<file path="src/rtl/pwm_deadtime.sv">
// Complementary gate-drive generator with programmable dead time and latched
// fault shutdown. Turns a single-ended PWM into a high-side/low-side pair that
// can never be on at the same time.
// Optional macro PWM_DT_SYNC_EN: adds a 2-flop synchroniser on pwm_in for use
// when pwm_in is asynchronous to clk. All edge latencies then grow by 1 clock.
module pwm_deadtime #(
   parameter int unsigned DT_WIDTH = 8
) (
   input  logic                clk,
   input  logic                rst_n,
   input  logic                enable,
   input  logic                fault,
   input  logic [DT_WIDTH-1:0] dead_time,
   input  logic                pwm_in,
   output logic                pwm_hi,
   output logic                pwm_lo,
   output logic                in_dead,
   output logic                fault_lat
);

   // One-hot encoding. Each output is a registered decode of the next state.
   typedef enum logic [4:0] {
      IDLE  = 5'b00001,
      DEAD  = 5'b00010,
      HI_ON = 5'b00100,
      LO_ON = 5'b01000,
      FAULT = 5'b10000
   } state_t;

   state_t              state, state_nxt;
   logic [DT_WIDTH-1:0] cnt, cnt_nxt;
   logic                pwm_q;

`ifdef PWM_DT_SYNC_EN
   logic pwm_s1;

   // Two-flop synchroniser for an asynchronous pwm_in
   always_ff @(posedge clk or negedge rst_n) begin
      if (!rst_n) begin
         pwm_s1 <= 1'b0;
         pwm_q  <= 1'b0;
      end else begin
         pwm_s1 <= pwm_in;
         pwm_q  <= pwm_s1;
      end
   end
`else
   // Single input register for a pwm_in already synchronous to clk
   always_ff @(posedge clk or negedge rst_n) begin
      if (!rst_n) begin
         pwm_q <= 1'b0;
      end else begin
         pwm_q <= pwm_in;
      end
   end
`endif

   // State, dead-time counter and registered output decode
   always_ff @(posedge clk or negedge rst_n) begin
      if (!rst_n) begin
         state     <= IDLE;
         cnt       <= '0;
         pwm_hi    <= 1'b0;
         pwm_lo    <= 1'b0;
         in_dead   <= 1'b0;
         fault_lat <= 1'b0;
      end else begin
         state     <= state_nxt;
         cnt       <= cnt_nxt;
         pwm_hi    <= (state_nxt == HI_ON);
         pwm_lo    <= (state_nxt == LO_ON);
         in_dead   <= (state_nxt == DEAD);
         fault_lat <= (state_nxt == FAULT);
      end
   end

   // Next state: fault beats disable, disable beats normal switching.
   // The counter is loaded only on entry to DEAD, so dead_time is sampled there only.
   always_comb begin
      state_nxt = state;
      cnt_nxt   = cnt;
      if (fault) begin
         state_nxt = FAULT;
      end else if (!enable) begin
         state_nxt = IDLE;
      end else begin
         unique case (state)
            IDLE: begin
               state_nxt = DEAD;
               cnt_nxt   = dead_time;
            end
            DEAD: begin
               // Side is chosen from pwm_q only when the gap expires
               if (cnt != '0) begin
                  cnt_nxt = cnt - DT_WIDTH'(1);
               end else begin
                  state_nxt = pwm_q ? HI_ON : LO_ON;
               end
            end
            HI_ON: begin
               if (!pwm_q) begin
                  state_nxt = DEAD;
                  cnt_nxt   = dead_time;
               end
            end
            LO_ON: begin
               if (pwm_q) begin
                  state_nxt = DEAD;
                  cnt_nxt   = dead_time;
               end
            end
            FAULT: begin
               // Latched until fault and enable are both low together
               state_nxt = FAULT;
            end
            default: begin
               state_nxt = IDLE;
            end
         endcase
      end
   end

endmodule
</file>
<file path="config.mk">
export PLATFORM = sky130hd
export DESIGN_NAME = pwm_deadtime
export DESIGN_NICKNAME = d
export VERILOG_FILES = /design/src/rtl/pwm_deadtime.sv
export SDC_FILE = /design/constraint.sdc
export NUM_CORES = 1
export LEC_CHECK = 0
export ABC_CLOCK_PERIOD_IN_PS = 2700
export BUFFER_PORTS_ARGS = -buffer_cell sky130_fd_sc_hd__buf_2
export CORE_MARGIN = 4
export CORE_UTILIZATION = 40
export DETAILED_ROUTE_END_ITERATION = 8
export GPL_TIMING_DRIVEN = 0
export MAX_ROUTING_LAYER = met4
export PLACE_DENSITY = 0.64
export SYNTH_ARGS = -nofsm -noshare
export SYNTH_HDL_FRONTEND = slang
export SYNTH_SLANG_ARGS = --single-unit
</file>
<file path="constraint.sdc">
create_clock -name clk -period 2.7 [get_ports clk]
set_input_delay 0.405 -clock clk [delete_from_list [all_inputs] [get_ports clk]]
set_output_delay 0.405 -clock clk [all_outputs]
set_load 0.005 [all_outputs]
</file>
==> results.txt, run 1 <==
The flow ran to the end, and the final reports show no timing, DRC or antenna violations. The maximum resistive drop on vdd is 0.000313 V. For the portion of the post-synthesis area used by sequential elements, the log shows 0.422. For the pin with the worst max-slew slack, the measured transition is 0.957 ns.

The fraction of the mapped netlist area in compound gates works out to 0.171. The run gives 1640 um as the detailed placer's ending HPWL. The startpoint identified for the worst register-to-register timing path is state[3]. Static leakage power: 0.560 nW. The H-tree depth came out at 1. Sorting the synthesized cells by area gives the leading types as sky130_fd_sc_hd__dfrtp_1 40%, sky130_fd_sc_hd__nand2b_1 4.1%, sky130_fd_sc_hd__nor2_1 3.5%. The category of the worst setup path launch point is a flop. Synthesis produced a netlist whose cell count is 110. STA puts the critical path data required time at 2.88 ns. Number of buffers inserted during clock tree synthesis: 3. The wire length per cell after detailed routing came out at 13.8 um.

The cell type contributing the most total cell area after synthesis is sky130_fd_sc_hd__dfrtp_1. The share of flip-flops with an asynchronous set or reset after synthesis is 1.00. The largest driver fanout on the critical path works out to 9.

The critical path is of the reg2reg type. The overall routed net length was 2200 um; the depth of the worst register-to-register path was 7. The critical path starts at state[3]. After layout, the worst setup slack is 0.513 ns. Length of the first detailed-routing pass in iterations: 4.

The portion of synthesized cell area occupied by the leading cell type is 0.398, and the all-layer global routing usage is 0.145. Final max-slew violation count: 0. The final clock skew was 0.00410 ns.

In this run the tool buffered the top-level ports with 16 buffer cells. The minimum clock period after layout is 2.19 ns, and the max capacitance violation total is 0. For the wire length of the first global-routing pass, the log shows 3750 um. Entering global routing, the biggest net connects 19 pins. For the worst setup path, the data arrival time is 2.37 ns. The final non-filler cell total was 160.

The tools report the hold-fix buffer count after cts as 0. TritonCTS built the clock tree. Among all cell types in the netlist, the one instantiated most often is sky130_fd_sc_hd__dfrtp_1. The mean instance size in the synthesized netlist was 9.73 um2. The die is 59.7 um tall. In this run the critical register-to-register path is captured at cnt[1]. The arithmetic-cell share of the synthesized area counting full adders, half adders and majority gates works out to 0.0234. In this run the worst hold path is classified as in2async.

The congestion estimate from routability-driven global placement came to 0.795. Setup repair after global routing left no endpoint under its margin. Buffers added to address setup during post-CTS repair amount to 0.

The logs give 836 for the number of global-route vias before repair and 2 for the number of buffers on the longest clock path. The logs give 0.51 ns for the internal reg-to-reg setup slack and 39 for the unique cell type count in the Yosys netlist. Main combinational cell family by area after synthesis: simple AND/OR/NAND/NOR gates. The initial core utilization is 0.424. Counting every sink on the clock net gives 18. The post-detailed-route via-to-cell ratio works out to 5.73. The die covers 0.00357 mm2. In this run the cell area of the synthesized design comes to 0.00107 mm2. The final hold violation count was 0. For this run, the leading register cell type out of synthesis is sky130_fd_sc_hd__dfrtp_1.

The number of nets in the layout is 146, and the number of flops mapped to enable cells by yosys is 0. The worst setup path is captured at a flop. The global-route congestion overflow total was 0. The post-route fraction of the period consumed by the critical path is 0.810.

The normalized max-slew margin is 0.356, and the synthesis-to-finish area growth is 13.4%. The floorplan has 18 rows. The count of nets left with antenna violations after detail routing is 0.

By count the netlist is led by 17 x sky130_fd_sc_hd__dfrtp_1, 10 x sky130_fd_sc_hd__nor2_1, 7 x sky130_fd_sc_hd__nand2b_1, 7 x sky130_fd_sc_hd__o21ai_0. The highest clock rate is 457 MHz, and the placed instance count is 156. The xor and xnor fraction of the mapped netlist area is 0.00819. For the DRC violation total after the first TritonRoute iteration, the log shows 23.

At the later pin of the worst-skew pair, clock insertion delay measures 0.29 ns. The die is 59.7 um wide. The antenna diode count came out at 0. During synthesis, Yosys emitted a total of 0 warnings.

For the final routed database, the setup TNS stands at 0 ns. In this run the standard cell core region covers 0.00252 mm2. The final number of setup-violating endpoints is 0, and the flip-flop and latch count after synthesis is 18.

The number of cells upsized or downsized after cts is 0, and the simple-gate share of the synthesized area is 0.299. During I/O placement, the number of pins put on the boundary was 17. The total number of vias was 916. The initial antenna violation count is 0, and the share of post-route cells with drive strength above 1 is 0.277. The worst setup timing slack at the placement stage was 0.532 ns; the clock transition at the registers of the reported paths was 0.09 ns.

The root buffer cell was sky130_fd_sc_hd__clkbuf_4. The power per cell area works out to 569 mW/mm2. Post-synth net total: 125.

The number of remaining DRC errors is 0, and the multiplexer area fraction after synthesis is 0.0140.
## worst max-delay path, cell delays in order, from the launching register on
cell	delay, ns
sky130_fd_sc_hd__dfrtp_1	0.38
sky130_fd_sc_hd__buf_4	0.16
sky130_fd_sc_hd__or4_4	0.51
sky130_fd_sc_hd__buf_6	0.15
sky130_fd_sc_hd__o21ai_4	0.25
sky130_fd_sc_hd__and2_4	0.19
sky130_fd_sc_hd__buf_8	0.12
sky130_fd_sc_hd__mux2_4	0.29
## layer usage
layer  share of wire  up-vias  track usage
met5               0        -            -
li1                -      438            -
met4          0.0091        0       0.0475
met1            0.45      450        0.177
met3           0.059        2       0.0454
met2            0.48       26        0.228
## worst max path at each step
stage                   to  slack (ns)  cells past startpoint
CTS                 cnt[1]        0.51                      7
finish              cnt[1]        0.51                      7
detailed placement  cnt[1]        0.53                      7
global route        cnt[4]        0.32                      6
global placement    cnt[1]        0.56                      7
floorplan           cnt[1]        0.67                      7
## metrics by stage
stage                     utilization  total power, mW  instance area [um2]  hold slack [ns]
after detailed placement        0.471            0.560                 1190            0.354
after floorplan                     -            0.500                 1070            0.109
final                           0.481            0.691                 1210           0.0263
after global placement          0.471            0.551                 1190            0.353
after global routing            0.481            0.751                 1210           0.0403
after CTS                       0.481            0.700                 1210           0.0291
## where the power goes
group / switching, mW / internal (mW) / total [mW]
registers: 0.0538 / 0.319 / 0.373
clock network: 0.0763 / 0.0575 / 0.134
logic: 0.0944 / 0.0897 / 0.184
## logic make-up after synthesis
logic type / Yosys count
adder cells (fa/ha/maj): 2
AND/OR/NAND/NOR: 53
flip-flops: 18
XOR/XNOR: 1
AO/OA/AOI/OAI: 26
multiplexers: 1
buffers and inverters: 9
## layout by cell type, fill, tap and decap left out, types with 2 or more instances in the layout
cell type | Yosys | final
sky130_fd_sc_hd__nand4_1 | 2 | 2
sky130_fd_sc_hd__ha_1 | 2 | 2
sky130_fd_sc_hd__nor3_1 | 2 | 2
sky130_fd_sc_hd__nand3_1 | 6 | 6
sky130_fd_sc_hd__buf_2 | 2 | 18
sky130_fd_sc_hd__inv_1 | 2 | 2
sky130_fd_sc_hd__nor2_1 | 10 | 10
sky130_fd_sc_hd__nor4b_1 | 3 | 3
sky130_fd_sc_hd__clkbuf_4 | 0 | 3
sky130_fd_sc_hd__o21ai_0 | 7 | 7
sky130_fd_sc_hd__clkbuf_1 | 1 | 2
sky130_fd_sc_hd__dfrtp_1 | 17 | 17
sky130_fd_sc_hd__and3_1 | 3 | 3
sky130_fd_sc_hd__and4bb_2 | 2 | 2
sky130_fd_sc_hd__nand2_1 | 6 | 6
sky130_fd_sc_hd__a31oi_1 | 5 | 5
sky130_fd_sc_hd__a21oi_1 | 5 | 5
sky130_fd_sc_hd__buf_6 | 2 | 2
sky130_fd_sc_hd__nand2b_1 | 7 | 7
sky130_fd_sc_hd__nor4_1 | 2 | 2
sky130_fd_sc_hd__a22o_1 | 3 | 3
sky130_fd_sc_hd__and2_1 | 3 | 3
## cell type report
cell class,count,area [um2]
multi-input combinational,83,552
tap,30,37.5
inverter,2,7.51
timing repair buffer,16,80.1
buffer,7,58.8
clock buffer,4,26.3
fill,257,1310
sequential,18,452
## sequential cells by signal (all words and copies together) (netlist names)
name / count
fault_lat: 1
cnt: 8
pwm_q: 1
state: 5
in_dead: 1
pwm_hi: 1
pwm_lo: 1
(Power assumes the default switching activity.)
==> run 2: changes to the inputs <==
--- a/config.mk
+++ b/config.mk
@@ -5,14 +5,14 @@
 export SDC_FILE = /design/constraint.sdc
 export NUM_CORES = 1
 export LEC_CHECK = 0
-export ABC_CLOCK_PERIOD_IN_PS = 2700
+export ABC_CLOCK_PERIOD_IN_PS = 1900
 export BUFFER_PORTS_ARGS = -buffer_cell sky130_fd_sc_hd__buf_2
 export CORE_MARGIN = 4
 export CORE_UTILIZATION = 40
 export DETAILED_ROUTE_END_ITERATION = 8
 export GPL_TIMING_DRIVEN = 0
 export MAX_ROUTING_LAYER = met4
-export PLACE_DENSITY = 0.64
+export PLACE_DENSITY = 0.66
 export SYNTH_ARGS = -nofsm -noshare
 export SYNTH_HDL_FRONTEND = slang
 export SYNTH_SLANG_ARGS = --single-unit
==> constraint.sdc (replaced) <==
create_clock -name clk -period 1.9 [get_ports clk]
set_input_delay 0.285 -clock clk [delete_from_list [all_inputs] [get_ports clk]]
set_output_delay 0.285 -clock clk [all_outputs]
set_load 0.005 [all_outputs]
==> results.txt, run 2 (synthesis results as in run 1) <==
For the count of nets left with antenna violations after detail routing, the log shows 0. The tools report the post-route total power as 1.03 mW. The H-tree depth is 1, and the total I/O pin count is 17. The area used by sequential logic in the layout was 452 um2. Routability-driven placement finished with a final weighted congestion of 0.854. The die covers 0.00357 mm2. The first detailed-routing pass took 4 iterations.

The delay contributed by the slowest stage of the critical path came out at 0.48 ns. The flow ran to the end, and the final reports show no timing, DRC or antenna violations. For this design the static power due to leakage is 0.597 nW. The post-route fraction of the period consumed by the critical path came out at 0.970. The critical path in this run is classified as reg2reg.

Summed over all nets, the half-perimeter wirelength after detailed placement is 1670 um. For the final max-slew violation count, the log shows 0. For the final database, setup skew stands at 0.00858 ns.

The longest clock path from root to sink contains 2 buffers. The power per cell area is 787 mW/mm2, and the share of post-route cells with drive strength above 1 is 0.358. The flip-flop count of the largest register, all copies and words added is 8. The initial core utilization was 0.424; the highest clock rate was 543 MHz.

The worst path arrival time was 2.02 ns; the wire length per cell after detailed routing was 13.8 um. The cell sitting at the root of the clock tree is a sky130_fd_sc_hd__clkbuf_4. The maximum resistive drop on vdd was 0.000478 V.

Summed over all layers, the routed wires come to 2260 um. Compared with the post-synthesis result, the final layout area differs by 22.7%. The family with the most delay on the worst path was compound AO/OA/AOI/OAI gates. The number of fill cells in the layout was 253. The run gives 19 as the pin count of the biggest net entering global routing.

Of all nets on the critical path, the largest fanout is 6. Across the run, the number of max-cap violations was 0. Data required time of the critical path: 2.08 ns. In this run the core area contains 18 standard-cell rows. Buffers placed on the I/O ports in this run total 16.

TritonCTS built the clock tree. The global-route congestion overflow total is 0. Leaving out fill and tap cells, the most frequent cells in the layout are 17 x sky130_fd_sc_hd__buf_2, 17 x sky130_fd_sc_hd__dfrtp_1, 9 x sky130_fd_sc_hd__nor2_1. The die height was 59.7 um; the number of buffers inserted during clock tree synthesis was 3. The routed layout has 905 vias. STA classifies the critical path endpoint as a flop. The min-delay analysis places its worst path in the category in2reg.

The wire length of the first global-routing pass is 3910 um. The finished layout holds 164 standard cells, fillers aside. The worst setup path is launched from a flop. Counting flops per register, the top entry is cnt.

0 antenna diodes ended up in the layout. After detailed routing, the number of vias per cell comes to 5.52. Clock-pin slew was measured on the worst setup and hold paths at 0.10 ns.

The worst-skew pair later-pin latency is 0.29 ns. Final number of setup-violating endpoints: 0. The number of sinks handled by clock tree synthesis is 18, and the minimum clock period after layout is 1.84 ns. In this run, placement finished with an instance count of 156. The number of global-route vias before repair was 943; the area of combinational cells with multiple inputs was 608 um2.

The initial antenna violation count came out at 0. The slew at the pin closest to its max-slew limit was 0.414 ns. Walking the worst path, the cells encountered are nor2_1 > nand4_1 > a31oi_4 > buf_4 > a21bo_2 > a22o_1.

The tools report the DRC violation total after the first TritonRoute iteration as 31. The width of the die was 59.7 um; the number of remaining DRC errors was 0. The slowest cell on the critical path is sky130_fd_sc_hd__dfrtp_1. The core region is 0.00252 mm2. In the final design database the tool counted 150 nets. The largest registers in the layout are cnt: 8 flops, state: 5 flops. The total buffers and inverters traversed by the critical path came out at 1. The normalized max-slew margin came out at 0.724.

The all-layer global routing usage is 0.147, and the final hold violation count is 0.
-- run 2: final timing paths --
kind | start | to | slack (ns) | depth (start not counted)
max in group asynchronous | rst_n | state[0] | 1.12 | 2
worst max register to register | state[1] | cnt[7] | 0.06 | 6
min in group asynchronous | rst_n | state[2] | 0.45 | 2
worst min-delay path | pwm_in | pwm_q | 0.10 | 1
worst min register to register | cnt[7] | cnt[7] | 0.54 | 1
worst max-delay path | state[1] | cnt[7] | 0.06 | 6
-- run 2: stage by stage --
step / area [um2] / utilization / setup WS, ns / setup TNS, ns / hold WS (ns)
after CTS: 1250 / 0.495 / -0.0194 / -0.0219 / 0.0997
after global routing: 1310 / 0.520 / -0.0139 / -0.0208 / 0.0831
after floorplan: 1070 / - / -0.105 / -0.105 / -0.0106
final: 1310 / 0.520 / 0.0570 / 0 / 0.102
after global placement: 1190 / 0.471 / -0.224 / -1.22 / 0.234
after detailed placement: 1190 / 0.471 / -0.242 / -1.54 / 0.245
-- run 2: per-layer routing --
metal | wire length (um) | GRT usage | part of all wire
met5 | 0 | - | 0
met4 | 21 | 0.0443 | 0.0093
met3 | 88 | 0.0281 | 0.039
met2 | 1120 | 0.264 | 0.50
met1 | 1030 | 0.164 | 0.46
-- run 2: area by class of cell --
class                           count  share of cell area
Multi-Input combinational cell     83               0.463
Sequential cell                    18               0.344
Clock buffer                        4              0.0276
Buffer                              5              0.0305
Tap cell                           30              0.0286
Timing Repair Buffer               22               0.100
Inverter                            2             0.00572
-- run 2: what timing repair did --
action,CTS,global route
pin swaps,3,6
setup endpoints to repair,12,8
gates resized for setup,6,9
hold endpoints to repair,17,0
hold buffers,1,0
setup buffers,2,3
-- run 2: where the power goes --
group / switching [mW] / total (mW) / internal [mW]
clock network: 0.115 / 0.232 / 0.117
logic: 0.134 / 0.270 / 0.136
registers: 0.0774 / 0.531 / 0.454
total: 0.327 / 1.03 / 0.706
==> run 3: changes to the inputs <==
==> config.mk (replaced) <==
export PLATFORM = sky130hd
export DESIGN_NAME = pwm_deadtime
export DESIGN_NICKNAME = d
export VERILOG_FILES = /design/src/rtl/pwm_deadtime.sv
export SDC_FILE = /design/constraint.sdc
export NUM_CORES = 1
export LEC_CHECK = 0
export ABC_CLOCK_PERIOD_IN_PS = 2000
export BUFFER_PORTS_ARGS = -buffer_cell sky130_fd_sc_hd__buf_2
export CORE_MARGIN = 4
export CORE_UTILIZATION = 54
export DETAILED_ROUTE_END_ITERATION = 8
export GPL_TIMING_DRIVEN = 0
export MAX_ROUTING_LAYER = met4
export PLACE_DENSITY = 0.81
export SYNTH_ARGS = -nofsm -noshare
export SYNTH_HDL_FRONTEND = slang
export SYNTH_SLANG_ARGS = --single-unit
==> constraint.sdc (replaced) <==
create_clock -name clk -period 2 [get_ports clk]
set_input_delay 0.3 -clock clk [delete_from_list [all_inputs] [get_ports clk]]
set_output_delay 0.3 -clock clk [all_outputs]
set_load 0.005 [all_outputs]
==> results.txt, run 3 (synthesis results as in run 1) <==
The run finished with clean final reports. In this run the static leakage power is 0.583 nW. In the final design database the tool counted 149 nets. The initialized floorplan defines 15 standard-cell rows. Summing all multi-input logic gate instances after layout gives 582 um2. For the initial antenna violation count, the log shows 0. The worst setup path is launched from a flop. TritonCTS built the clock tree. The critical path contains buffers and inverters numbering 2 combined. The overall routed net length came out at 2250 um. Measured along the y axis, the die boundary spans 52.5 um. The wire length of the first global-routing pass was 3660 um.

The portion of total power attributed to combinational logic was 0.258; the total number of vias was 910. The wire-length estimate of the detail-placed layout is 1610 um. The tools report the worst setup timing slack at the placement stage as -0.137 ns. The worst register-to-register path begins at state[3].

The total negative setup slack is 0 ns. In the layout the commonest cells are 18 x sky130_fd_sc_hd__buf_2, 17 x sky130_fd_sc_hd__dfrtp_1, 10 x sky130_fd_sc_hd__nor2_1, 7 x sky130_fd_sc_hd__nand2b_1. For hold timing, the worst endpoint is pwm_q.

The critical path in this run is classified as reg2reg. Placed instance count: 151. The type of element capturing the critical path was a flop. The tools report the worst path arrival time as 2.15 ns.

Leaving out fill and tap cells, the most frequent cell in the layout is sky130_fd_sc_hd__buf_2. The DRC violation total after the first TritonRoute iteration came out at 20. The tools report the final worst-path setup slack as 0.0400 ns. Counting I/O delays and the setup requirement, the final critical path takes 1.96 ns. Overall power consumption after layout is estimated at 0.983 mW.

The clock passes through at most 2 buffers. Entering global routing, the biggest net connects 19 pins. The run gives 0 as the final max-slew violation count. The clock share of power came out at 0.227. The root buffer cell is sky130_fd_sc_hd__clkbuf_4.

The synthesis-to-finish area growth came out at 18.7%. The all-layer global routing usage was 0.189; the slew at the pin closest to its max-slew limit was 0.404 ns. Routability-driven placement finished with a final weighted congestion of 0.860. After global routing the overflow that remains totals 0. The portion of total power attributed to sequential cells was 0.515.

For this run, the slowest stage of the critical path takes 0.57 ns. The initial core utilization was 0.594. The number of sinks handled by clock tree synthesis is 18, and the normalized max-slew margin is 0.727. The data required time of the critical path was 2.19 ns. The number of instances on the worst hold path is 1. The register with the most flip-flops is cnt.

Across the routed clock network, the largest skew measured is 0.00614 ns. The run gives 1 as the H-tree depth. The min-delay analysis places its worst path in the category in2reg.

The number of global-route vias before repair is 842, and the worst-skew pair later-pin latency is 0.30 ns. The post-route fraction of the period consumed by the critical path was 0.980. Max-cap violations in this run came to 0. The number of fill cells in the layout is 142, and the number of buffer cells added on primary ports is 16.

VDD sags by at most 0.000460 V. Summed over all nets, the switching power comes to 0.317 mW. In this run the most critical hold path is launched from pwm_in. Across all register-to-register paths, the minimum setup slack is 0.04 ns. The number of buffers inserted during clock tree synthesis came out at 3. Endpoint of the worst-slack reg-to-reg timing path: cnt[1]. After detailed routing, the average wire length per cell comes to 14.2 um. The slowest cell on the critical path is sky130_fd_sc_hd__or4_4.

The internal power of the cells totals 0.666 mW. The width of the die works out to 52.5 um. Clock-pin slew was measured on the worst setup and hold paths at 0.10 ns. Tracing the worst setup path back leads to its startpoint at state[3].

The family with the most delay on the worst path is simple AND/OR/NAND/NOR gates. In this run the worst path has a maximum fanout of 9. The length of the first detailed-routing pass in iterations was 4. Traced cell by cell, the critical path runs through buf_4 > or4_4 > o21ai_4 > and2_4 > buf_8 > mux2_4. For this run, design rule violations remaining after detail routing come to 0. Counting cells, the worst reg-to-reg path comes to 6. The largest registers in the layout are cnt: 8 flops, state: 5 flops.

The final number of setup-violating endpoints is 0, and the share of post-route cells with drive strength above 1 is 0.316. The switching power as a share of total power came out at 0.323. The floorplan step defined a core boundary enclosing 0.00180 mm2. The register with the most flip-flops in the layout has 8 of them. The power per cell area is 774 mW/mm2. The sequential cells in the finished layout cover a total of 452 um2.

The antenna diode count was 0; the final hold violation count was 0. The finished layout holds 158 standard cells, fillers aside. The post-detailed-route via-to-cell ratio was 5.76. For the total I/O pin count, the log shows 17.

Across all hold checks on the routed design, the worst slack comes to 0.0991 ns. Derived from the worst setup path, the maximum achievable clock frequency is 510 MHz. The die outline area is 0.00276 mm2. Setup repair after global routing could not meet its margin everywhere. The count of nets left with antenna violations after detail routing is 0.
[run 3: cell count changes in the layout (fill, tap and decap cells not counted), sizes merged]
cell  delta
buf      -1
[run 3: through the flow]
step / utilization / cell area, um2
after floorplan: - / 1070
after global placement: 0.656 / 1180
after detailed placement: 0.656 / 1180
after CTS: 0.693 / 1250
after global routing: 0.705 / 1270
final: 0.705 / 1270
[run 3: cell type report]
class	count	share of cell area
Tap cell	25	0.0246
Timing Repair Buffer	20	0.0887
Multi-Input combinational cell	83	0.458
Sequential cell	18	0.356
Inverter	2	0.00591
Clock buffer	4	0.0286
Buffer	6	0.0384
[run 3: power groups by stage]
| stage | clock (mW) | sequential [mW] | combinational (mW) |
|---|---|---|---|
| after floorplan | 0 | 0.490 | 0.185 |
| after global placement | 0 | 0.506 | 0.234 |
| after detailed placement | 0 | 0.509 | 0.244 |
| after CTS | 0.231 | 0.504 | 0.249 |
| after global routing | 0.255 | 0.514 | 0.278 |
| final | 0.223 | 0.506 | 0.253 |
[run 3: worst max path at each step]
stage / to / slack (ns) / cells past startpoint
floorplan: cnt[1] / -0.005 / 7
global placement: cnt[1] / -0.12 / 7
detailed placement: cnt[1] / -0.14 / 7
CTS: cnt[1] / -0.04 / 7
global route: cnt[1] / -0.02 / 7
finish: cnt[1] / 0.04 / 6
[run 3: what timing repair did]
item / in CTS / in global routing
gates resized for setup: 3 / 3
setup endpoints to repair: 7 / 5
endpoints found under the hold margin: 17 / 0
cloned: 0 / 0
pin swaps: 1 / 2
setup buffers: 1 / 2
hold buffers: 1 / 0
[run 3: worst register-to-register path, cell delays in order, from the launching register on]
cell and delay (ns):
sky130_fd_sc_hd__dfrtp_1 0.38, sky130_fd_sc_hd__buf_4 0.17, sky130_fd_sc_hd__or4_4 0.57, sky130_fd_sc_hd__o21ai_4 0.17, sky130_fd_sc_hd__and2_4 0.16, sky130_fd_sc_hd__buf_8 0.12, sky130_fd_sc_hd__mux2_4 0.30
[run 3: layer usage]
metal | vias up | routed length (um) | global-route usage
li1 | 449 | - | -
met1 | 432 | 1030 | 0.233
met3 | 7 | 76 | 0.0513
met2 | 22 | 1090 | 0.277
met5 | - | 0 | -
met4 | 0 | 48 | 0.106
